<file path="config.mk">
export PLATFORM = sky130hd
export DESIGN_NAME = mem_arb_ctrl
export DESIGN_NICKNAME = d
export VERILOG_FILES = /design/src/rtl/mem_ctrl_pkg.sv /design/src/rtl/rr_arb2.sv /design/src/rtl/mem_arb_ctrl.sv
export SDC_FILE = /design/constraint.sdc
export NUM_CORES = 1
export LEC_CHECK = 0
export CAP_MARGIN = 25
export CORE_MARGIN = 5
export CORE_UTILIZATION = 43
export CTS_CLUSTER_DIAMETER = 80
export DETAILED_ROUTE_END_ITERATION = 10
export GPL_TIMING_DRIVEN = 0
export PLACE_DENSITY = 0.81
export SKIP_CTS_REPAIR_TIMING = 1
export SLEW_MARGIN = 10
export SYNTH_ARGS = -nofsm -noshare
export SYNTH_HDL_FRONTEND = slang
export SYNTH_SLANG_ARGS = --single-unit
</file>
<file path="constraint.sdc">
create_clock -name clk -period 2.59 [get_ports clk]
set_clock_uncertainty 0.05 [all_clocks]
set_input_delay 0.518 -clock clk [delete_from_list [all_inputs] [get_ports clk]]
set_output_delay 0.518 -clock clk [all_outputs]
set_load 0.005 [all_outputs]
</file>
<file path="src/rtl/mem_ctrl_pkg.sv">
`default_nettype none
// ============================================================================
//  Module      : mem_ctrl_pkg
//  Description : Shared types and constants for the two-port memory
//                arbiter/controller: FSM state encoding, port indices and
//                the legal range of the memory read latency.
//  Revision    : 1.0  initial release
// ============================================================================
package mem_ctrl_pkg;

    // Controller FSM states (explicit 2-bit encoding)
    typedef enum logic [1:0] {
        IDLE   = 2'd0,
        ACCESS = 2'd1,
        WAIT   = 2'd2,
        DONE   = 2'd3
    } state_t;

    // Requester indices used by the arbiter and the grant output
    localparam logic PORT_FETCH = 1'b0;
    localparam logic PORT_DATA  = 1'b1;

    // Legal memory read latency, in cycles
    localparam int MEM_LAT_MIN = 1;
    localparam int MEM_LAT_MAX = 15;

    // Width of the WAIT down-counter (holds MEM_LAT_MAX - 1)
    localparam int CNT_W = 4;

    // Index of the requester that is not p
    function automatic logic other_port(input logic p);
        return ~p;
    endfunction

endpackage
`default_nettype wire

</file>
<file path="src/rtl/rr_arb2.sv">
`default_nettype none
// ============================================================================
//  Module      : rr_arb2
//  Description : Two-way round-robin arbiter. With both requests high the
//                port not granted last wins; a lone requester always wins.
//                The last-grant register only moves when a grant is issued.
//  Revision    : 1.0  initial release
// ============================================================================
module rr_arb2
    import mem_ctrl_pkg::*;
(
    input  logic       clk,
    input  logic       rst_n,
    input  logic [1:0] req,
    input  logic       en,
    output logic       gnt_idx,
    output logic       gnt_valid,
    output logic       last_gnt
);

    logic r_last;
    logic w_win;

    // Pick the winner from the current requests and the previous grantee
    always_comb begin
        case (req)
            2'b11:   w_win = other_port(r_last);
            2'b10:   w_win = PORT_DATA;
            default: w_win = PORT_FETCH;
        endcase
    end

    // Remember the grantee; reset to data so fetch wins the first contest
    always_ff @(posedge clk or negedge rst_n) begin
        if (!rst_n) begin
            r_last <= PORT_DATA;
        end else if (en && (req != 2'b00)) begin
            r_last <= w_win;
        end
    end

    assign gnt_idx   = w_win;
    assign gnt_valid = en && (req != 2'b00);
    assign last_gnt  = r_last;

endmodule
`default_nettype wire

</file>
<file path="src/rtl/mem_arb_ctrl.sv">
`default_nettype none
// ============================================================================
//  Module      : mem_arb_ctrl
//  Description : Two-port (fetch / data) memory controller. A round-robin
//                arbiter picks a requester, its address and write data are
//                captured into MAR/MDR, memory is strobed for one cycle,
//                the controller waits MEM_LAT cycles and then pulses the
//                grantee's ack with the transaction result on rdata.
//  Revision    : 1.0  initial release
// ============================================================================
module mem_arb_ctrl
    import mem_ctrl_pkg::*;
#(
    parameter int MEM_LAT = 2
) (
    input  logic        clk,
    input  logic        rst_n,
    input  logic        if_req,
    input  logic [15:0] if_addr,
    output logic        if_ack,
    input  logic        d_req,
    input  logic        d_we,
    input  logic [15:0] d_addr,
    input  logic [15:0] d_wdata,
    output logic        d_ack,
    output logic [15:0] rdata,
    output logic [15:0] mem_addr,
    output logic        mem_en,
    output logic        mem_we,
    output logic [15:0] mem_wdata,
    input  logic [15:0] mem_rdata,
    output logic        busy,
    output logic        gnt
);

    // Out-of-range latencies are pulled into the supported window
    localparam int c_lat_eff = (MEM_LAT < MEM_LAT_MIN) ? MEM_LAT_MIN :
                               (MEM_LAT > MEM_LAT_MAX) ? MEM_LAT_MAX : MEM_LAT;
    localparam logic [CNT_W-1:0] c_wait_load = CNT_W'(c_lat_eff - 1);

    state_t           r_state;
    logic [CNT_W-1:0] r_cnt;
    logic [15:0]      r_mar;
    logic [15:0]      r_mdr;
    logic [15:0]      r_rdata;
    logic             r_we;
    logic             r_mem_en;
    logic             r_mem_we;
    logic             r_if_ack;
    logic             r_d_ack;

    logic [1:0]       w_arb_req;
    logic             w_arb_en;
    logic             w_win;
    logic             w_grant;
    logic             w_last;
    logic [15:0]      w_sel_addr;
    logic [15:0]      w_sel_wdata;
    logic             w_sel_we;

    // Arbitrate in IDLE, and in DONE for the other port only (back-to-back)
    always_comb begin
        w_arb_en  = 1'b0;
        w_arb_req = {d_req, if_req};
        case (r_state)
            IDLE: begin
                w_arb_en = 1'b1;
            end
            DONE: begin
                w_arb_en          = 1'b1;
                w_arb_req[w_last] = 1'b0;
            end
            default: begin
                w_arb_en = 1'b0;
            end
        endcase
    end

    rr_arb2 u_arb (
        .clk       (clk),
        .rst_n     (rst_n),
        .req       (w_arb_req),
        .en        (w_arb_en),
        .gnt_idx   (w_win),
        .gnt_valid (w_grant),
        .last_gnt  (w_last)
    );

    // Route the winning port's address / direction / write data to MAR/MDR
    always_comb begin
        if (w_win == PORT_DATA) begin
            w_sel_addr  = d_addr;
            w_sel_we    = d_we;
            w_sel_wdata = d_wdata;
        end else begin
            w_sel_addr  = if_addr;
            w_sel_we    = 1'b0;
            w_sel_wdata = 16'h0000;
        end
    end

    // Controller FSM with registered strobes and acks
    always_ff @(posedge clk or negedge rst_n) begin
        if (!rst_n) begin
            r_state  <= IDLE;
            r_cnt    <= '0;
            r_mar    <= 16'h0000;
            r_mdr    <= 16'h0000;
            r_rdata  <= 16'h0000;
            r_we     <= 1'b0;
            r_mem_en <= 1'b0;
            r_mem_we <= 1'b0;
            r_if_ack <= 1'b0;
            r_d_ack  <= 1'b0;
        end else begin
            r_mem_en <= 1'b0;
            r_mem_we <= 1'b0;
            r_if_ack <= 1'b0;
            r_d_ack  <= 1'b0;
            case (r_state)
                IDLE, DONE: begin
                    if (w_grant) begin
                        r_mar    <= w_sel_addr;
                        r_we     <= w_sel_we;
                        r_mdr    <= w_sel_wdata;
                        r_mem_en <= 1'b1;
                        r_mem_we <= w_sel_we;
                        r_state  <= ACCESS;
                    end else begin
                        r_state  <= IDLE;
                    end
                end
                ACCESS: begin
                    r_cnt   <= c_wait_load;
                    r_state <= WAIT;
                end
                WAIT: begin
                    if (r_cnt == '0) begin
                        // A write keeps its own value in MDR as the result
                        if (!r_we) begin
                            r_mdr <= mem_rdata;
                        end
                        r_rdata <= r_we ? r_mdr : mem_rdata;
                        if (w_last == PORT_DATA) begin
                            r_d_ack  <= 1'b1;
                        end else begin
                            r_if_ack <= 1'b1;
                        end
                        r_state <= DONE;
                    end else begin
                        r_cnt <= r_cnt - 1'b1;
                    end
                end
                default: begin
                    r_state <= IDLE;
                end
            endcase
        end
    end

    assign if_ack    = r_if_ack;
    assign d_ack     = r_d_ack;
    assign rdata     = r_rdata;
    assign mem_addr  = r_mar;
    assign mem_en    = r_mem_en;
    assign mem_we    = r_mem_we;
    assign mem_wdata = r_mdr;
    assign busy      = (r_state != IDLE);
    assign gnt       = w_last;

endmodule
`default_nettype wire

</file>
==> insert_results.sql <==
INSERT INTO impl_metrics (metric_group, metric, value, unit) VALUES
('timing', 'worst_pin_slew', '0.751', 'ns'),
('logic_synthesis', 'synth_warnings', '0', ''),
('logic_synthesis', 'sequential_share_of_the_synthesized_area', '51.8', '%'),
('logic_synthesis', 'synth.cell_area', '2900', 'um2'),
('layout', 'post_layout_nonfiller_instances', '450', ''),
('drt', 'met1_length', '2950', 'um'),
('global_routing', 'overflow', '0', ''),
('drt', 'dr.first_iter.drc_count', '80', ''),
('timing', 'final.period_utilization', '88.5', '%'),
('place', 'finalWeightedCongestion', '0.744', ''),
('pwr', 'vdd.ir_drop.worst', '676', 'uV'),
('critical_path', 'crit_arrival', '2.46', 'ns'),
('logic_synthesis', 'syn_inst', '230', ''),
('timing', 'whs', '0.209', 'ns'),
('place', 'numPlacedInstances', '432', ''),
('die', 'core-area', '6680', 'um2'),
('timing', 'final-max-slew-violation-count', '0', ''),
('pwr', 'p_per_area', '1220', 'nW/um2'),
('timing', 'report.final.hold_viol_count', '0', ''),
('die', 'core.rowCount', '30', ''),
('timing', 'maxClockFrequency', '436', 'MHz'),
('job', 'drv_cap', '0', ''),
('clocking', 'cts_inserted_buffers', '9', ''),
('clocking', 'cts_tree', 'yes', ''),
('die', 'top_level_ports', '123', ''),
('drt', 'drc', '0', ''),
('critical_path', 'crit_path_start', 'r_we$_DFFE_PN0P_', ''),
('layout', 'antenna_cells_inserted', '0', ''),
('drt', 'drtPass1Iterations', '4', ''),
('logic_synthesis', 'synthesis.nets', '305', ''),
('logic_synthesis', 'yosysUniqueCellTypes', '28', ''),
('drt', 'dr.max_layer_used', 'met4', ''),
('run_status', 'run_status', 'finished clean', ''),
('die', 'die_area', '8490', 'um2'),
('clocking', 'cts.path.max_buffers', '2', ''),
('drt', 'total_via_count_after_detailed_routing', '2281', ''),
('global_routing', 'grt_usage', '17.6', '%'),
('layout', 'most-common-layout-cells', 'sky130_fd_sc_hd__clkdlybuf4s50_1, sky130_fd_sc_hd__dfrtp_1, sky130_fd_sc_hd__mux2_2, sky130_fd_sc_hd__nor2_1, sky130_fd_sc_hd__mux2i_1', ''),
('layout', 'syn2layout_area_growth', '55.3', '%'),
('die', 'die_height', '92.1', 'um'),
('layout', 'postLayoutCoreUtil', '67.4', '%'),
('critical_path', 'path_max_fanout', '10', ''),
('critical_path', 'worst_r2r_startpoint', 'r_we$_DFFE_PN0P_', ''),
('clocking', 'path_clk_slew', '0.07', 'ns'),
('drt', 'wire_per_inst', '16.0', 'um'),
('min_path', 'min-delay-path-class', 'input pin to async pin', ''),
('place', 'number_of_buffers_added_on_ports', '122', ''),
('place', 'place.detailed.hpwl', '5480', 'um'),
('timing', 'rsz0062_at_grt', 'false', ''),
('drt', 'drt.antenna.violating_nets', '0', ''),
('clocking', 'ctsRootBufferMaster', 'sky130_fd_sc_hd__clkbuf_8', ''),
('logic_synthesis', 'synth.ff_latch_count', '60', ''),
('logic_synthesis', 'syn-mean-instance-area', '12.6', 'um2'),
('global_routing', 'initial_antenna_violation_count', '0', ''),
('die', 'die_w', '92.1', 'um'),
('timing', 'slew-limit-headroom', '49.9', '%'),
('drt', 'routed_via_density', '5.07', ''),
('timing', 'period_minus_slack', '2.29', 'ns'),
('layout', 'final.fill_count', '526', ''),
('critical_path', 'crit_required', '2.75', 'ns'),
('drt', 'routed_wl', '7190', 'um'),
('critical_path', 'timing.setup.critical_path_class', 'register to register', ''),
('drt', 'met3RoutedLength', '736', 'um'),
('critical_path', 'setup.worst_path.end_class', 'register', ''),
('pwr', 'cellLeakagePower', '1.99', 'nW'),
('global_routing', 'via_count_of_the_first_global_routing_pass', '2402', ''),
('clocking', 'cts_htree_levels', '3', ''),
('drt', 'route.met2.wl', '3400', 'um'),
('critical_path', 'critPathLaunchType', 'register', ''),
('global_routing', 'grt_max_degree', '61', ''),
('layout', 'num-nets-final', '440', ''),
('timing', 'report.final.setup_viol', '0', ''),
('layout', 'final_layout_size_suffix_gt1_share', '20.3', '%'),
('clocking', 'worstSkewPairLatency', '0.32', 'ns'),
('die', 'initial_utilization', '43.4', '%'),
('global_routing', 'grt_first_pass_wirelength', '11900', 'um'),
('clocking', 'tritoncts_num_sinks', '60', ''),
('layout', 'layout_commonest_cell', 'sky130_fd_sc_hd__clkdlybuf4s50_1', '');
kinds of logic after synthesis:
group,after synthesis,synth area share (%)
simple gates,35,5.61
fa+ha+maj,6,2.59
buf+inv,21,3.06
xor+xnor,2,0.604
mux,67,26.4
compound gates,39,9.97
flops,60,51.8
sequential cells by signal, summed over array words and instances, names as in the netlist:
name and cells:
d_ack 1, if_ack 1, mem_addr 16, mem_en 1, mem_wdata 16, mem_we 1
r_cnt 4, r_state 2, r_we 1, rdata 16, u_arb.last_gnt 1
layout make-up:
type | instances | area (um2) | share of cell area, %
Sequential cell | 60 | 1500 | 33.4
Multi-Input combinational cell | 149 | 1310 | 29.1
Timing Repair Buffer | 124 | 1230 | 27.4
Clock buffer | 13 | 179 | 3.97
Tap cell | 80 | 100 | 2.22
Clock inverter | 3 | 90.1 | 2.00
Buffer | 13 | 58.8 | 1.31
Inverter | 8 | 30.0 | 0.667
per-layer routing:
layer	up-vias	global-route usage (%)
li1	1084	-
met1	1090	21.0
met2	97	28.2
met3	10	7.22
met4	0	6.81
met5	-	0
final timing paths:
| kind | endpoint | slack [ns] | cells after the start |
|---|---|---|---|
| max in group asynchronous | mem_wdata[7]$_DFFE_PN0P_ | 1.78 | 1 |
| max reg2reg | mem_wdata[15]$_DFFE_PN0P_ | 0.30 | 5 |
| max | mem_wdata[15]$_DFFE_PN0P_ | 0.30 | 5 |
| min | mem_addr[5]$_DFFE_PN0P_ | 0.21 | 1 |
| min reg2reg | rdata[10]$_DFFE_PN0P_ | 0.46 | 1 |
| min in group clk | rdata[10]$_DFFE_PN0P_ | 0.46 | 1 |
power breakdown:
| group | leakage (nW) | switching (W) | internal, W |
|---|---|---|---|
| Sequential | 0.730 | 0.000249 | 0.00138 |
| Clock | 0.136 | 0.000351 | 0.000745 |
| Combinational | 1.13 | 0.00114 | 0.00161 |
cell usage after synthesis:
cell / count / area, um2
sky130_fd_sc_hd__a22oi_4: 1 / 21.3
sky130_fd_sc_hd__o21ai_0: 2 / 10.0
sky130_fd_sc_hd__nor2b_1: 1 / 6.26
sky130_fd_sc_hd__mux2_4: 9 / 135
sky130_fd_sc_hd__o21bai_1: 1 / 7.51
sky130_fd_sc_hd__xor2_1: 2 / 17.5
sky130_fd_sc_hd__and4_1: 1 / 8.76
sky130_fd_sc_hd__nor2_4: 1 / 11.3
sky130_fd_sc_hd__clkbuf_1: 10 / 37.5
sky130_fd_sc_hd__dfrtp_1: 59 / 1480
sky130_fd_sc_hd__nand3_1: 2 / 10.0
sky130_fd_sc_hd__or2_2: 1 / 6.26
sky130_fd_sc_hd__nor3_1: 3 / 15.0
sky130_fd_sc_hd__buf_2: 2 / 10.0
sky130_fd_sc_hd__ha_1: 6 / 75.1
sky130_fd_sc_hd__inv_1: 8 / 30.0
sky130_fd_sc_hd__or3b_1: 1 / 8.76
sky130_fd_sc_hd__a211oi_4: 1 / 20.0
sky130_fd_sc_hd__a21oi_1: 17 / 85.1
sky130_fd_sc_hd__and3_1: 1 / 6.26
sky130_fd_sc_hd__buf_6: 1 / 11.3
sky130_fd_sc_hd__dfstp_2: 1 / 26.3
sky130_fd_sc_hd__o21ai_1: 1 / 5.00
sky130_fd_sc_hd__nor2_1: 20 / 75.1
sky130_fd_sc_hd__mux2_2: 39 / 439
sky130_fd_sc_hd__a22o_1: 16 / 140
sky130_fd_sc_hd__mux2i_1: 19 / 190
sky130_fd_sc_hd__nand2_1: 4 / 15.0
through the flow:
stage | setup TNS, ns | total power, W | area [um2] | setup WS, ns
after floorplan | 0 | 0.00314 | 2900 | 0.471
after detailed placement | -0.154 | 0.00440 | 4220 | -0.0261
final | 0 | 0.00548 | 4500 | 0.297
after global placement | -63.02 | 0.00431 | 4220 | -1.06
after CTS | 0 | 0.00551 | 4490 | 0.142
after global routing | 0 | 0.00585 | 4500 | 0.0956
critical path, stage by stage (launching register included):
cell and delay (ns):
sky130_fd_sc_hd__dfrtp_1 0.33, sky130_fd_sc_hd__clkbuf_1 0.40, sky130_fd_sc_hd__clkbuf_1 0.54, sky130_fd_sc_hd__mux2_2 0.42, sky130_fd_sc_hd__a22o_1 0.19, sky130_fd_sc_hd__mux2_4 0.27
Note: power is estimated with default switching activity, not from simulation.
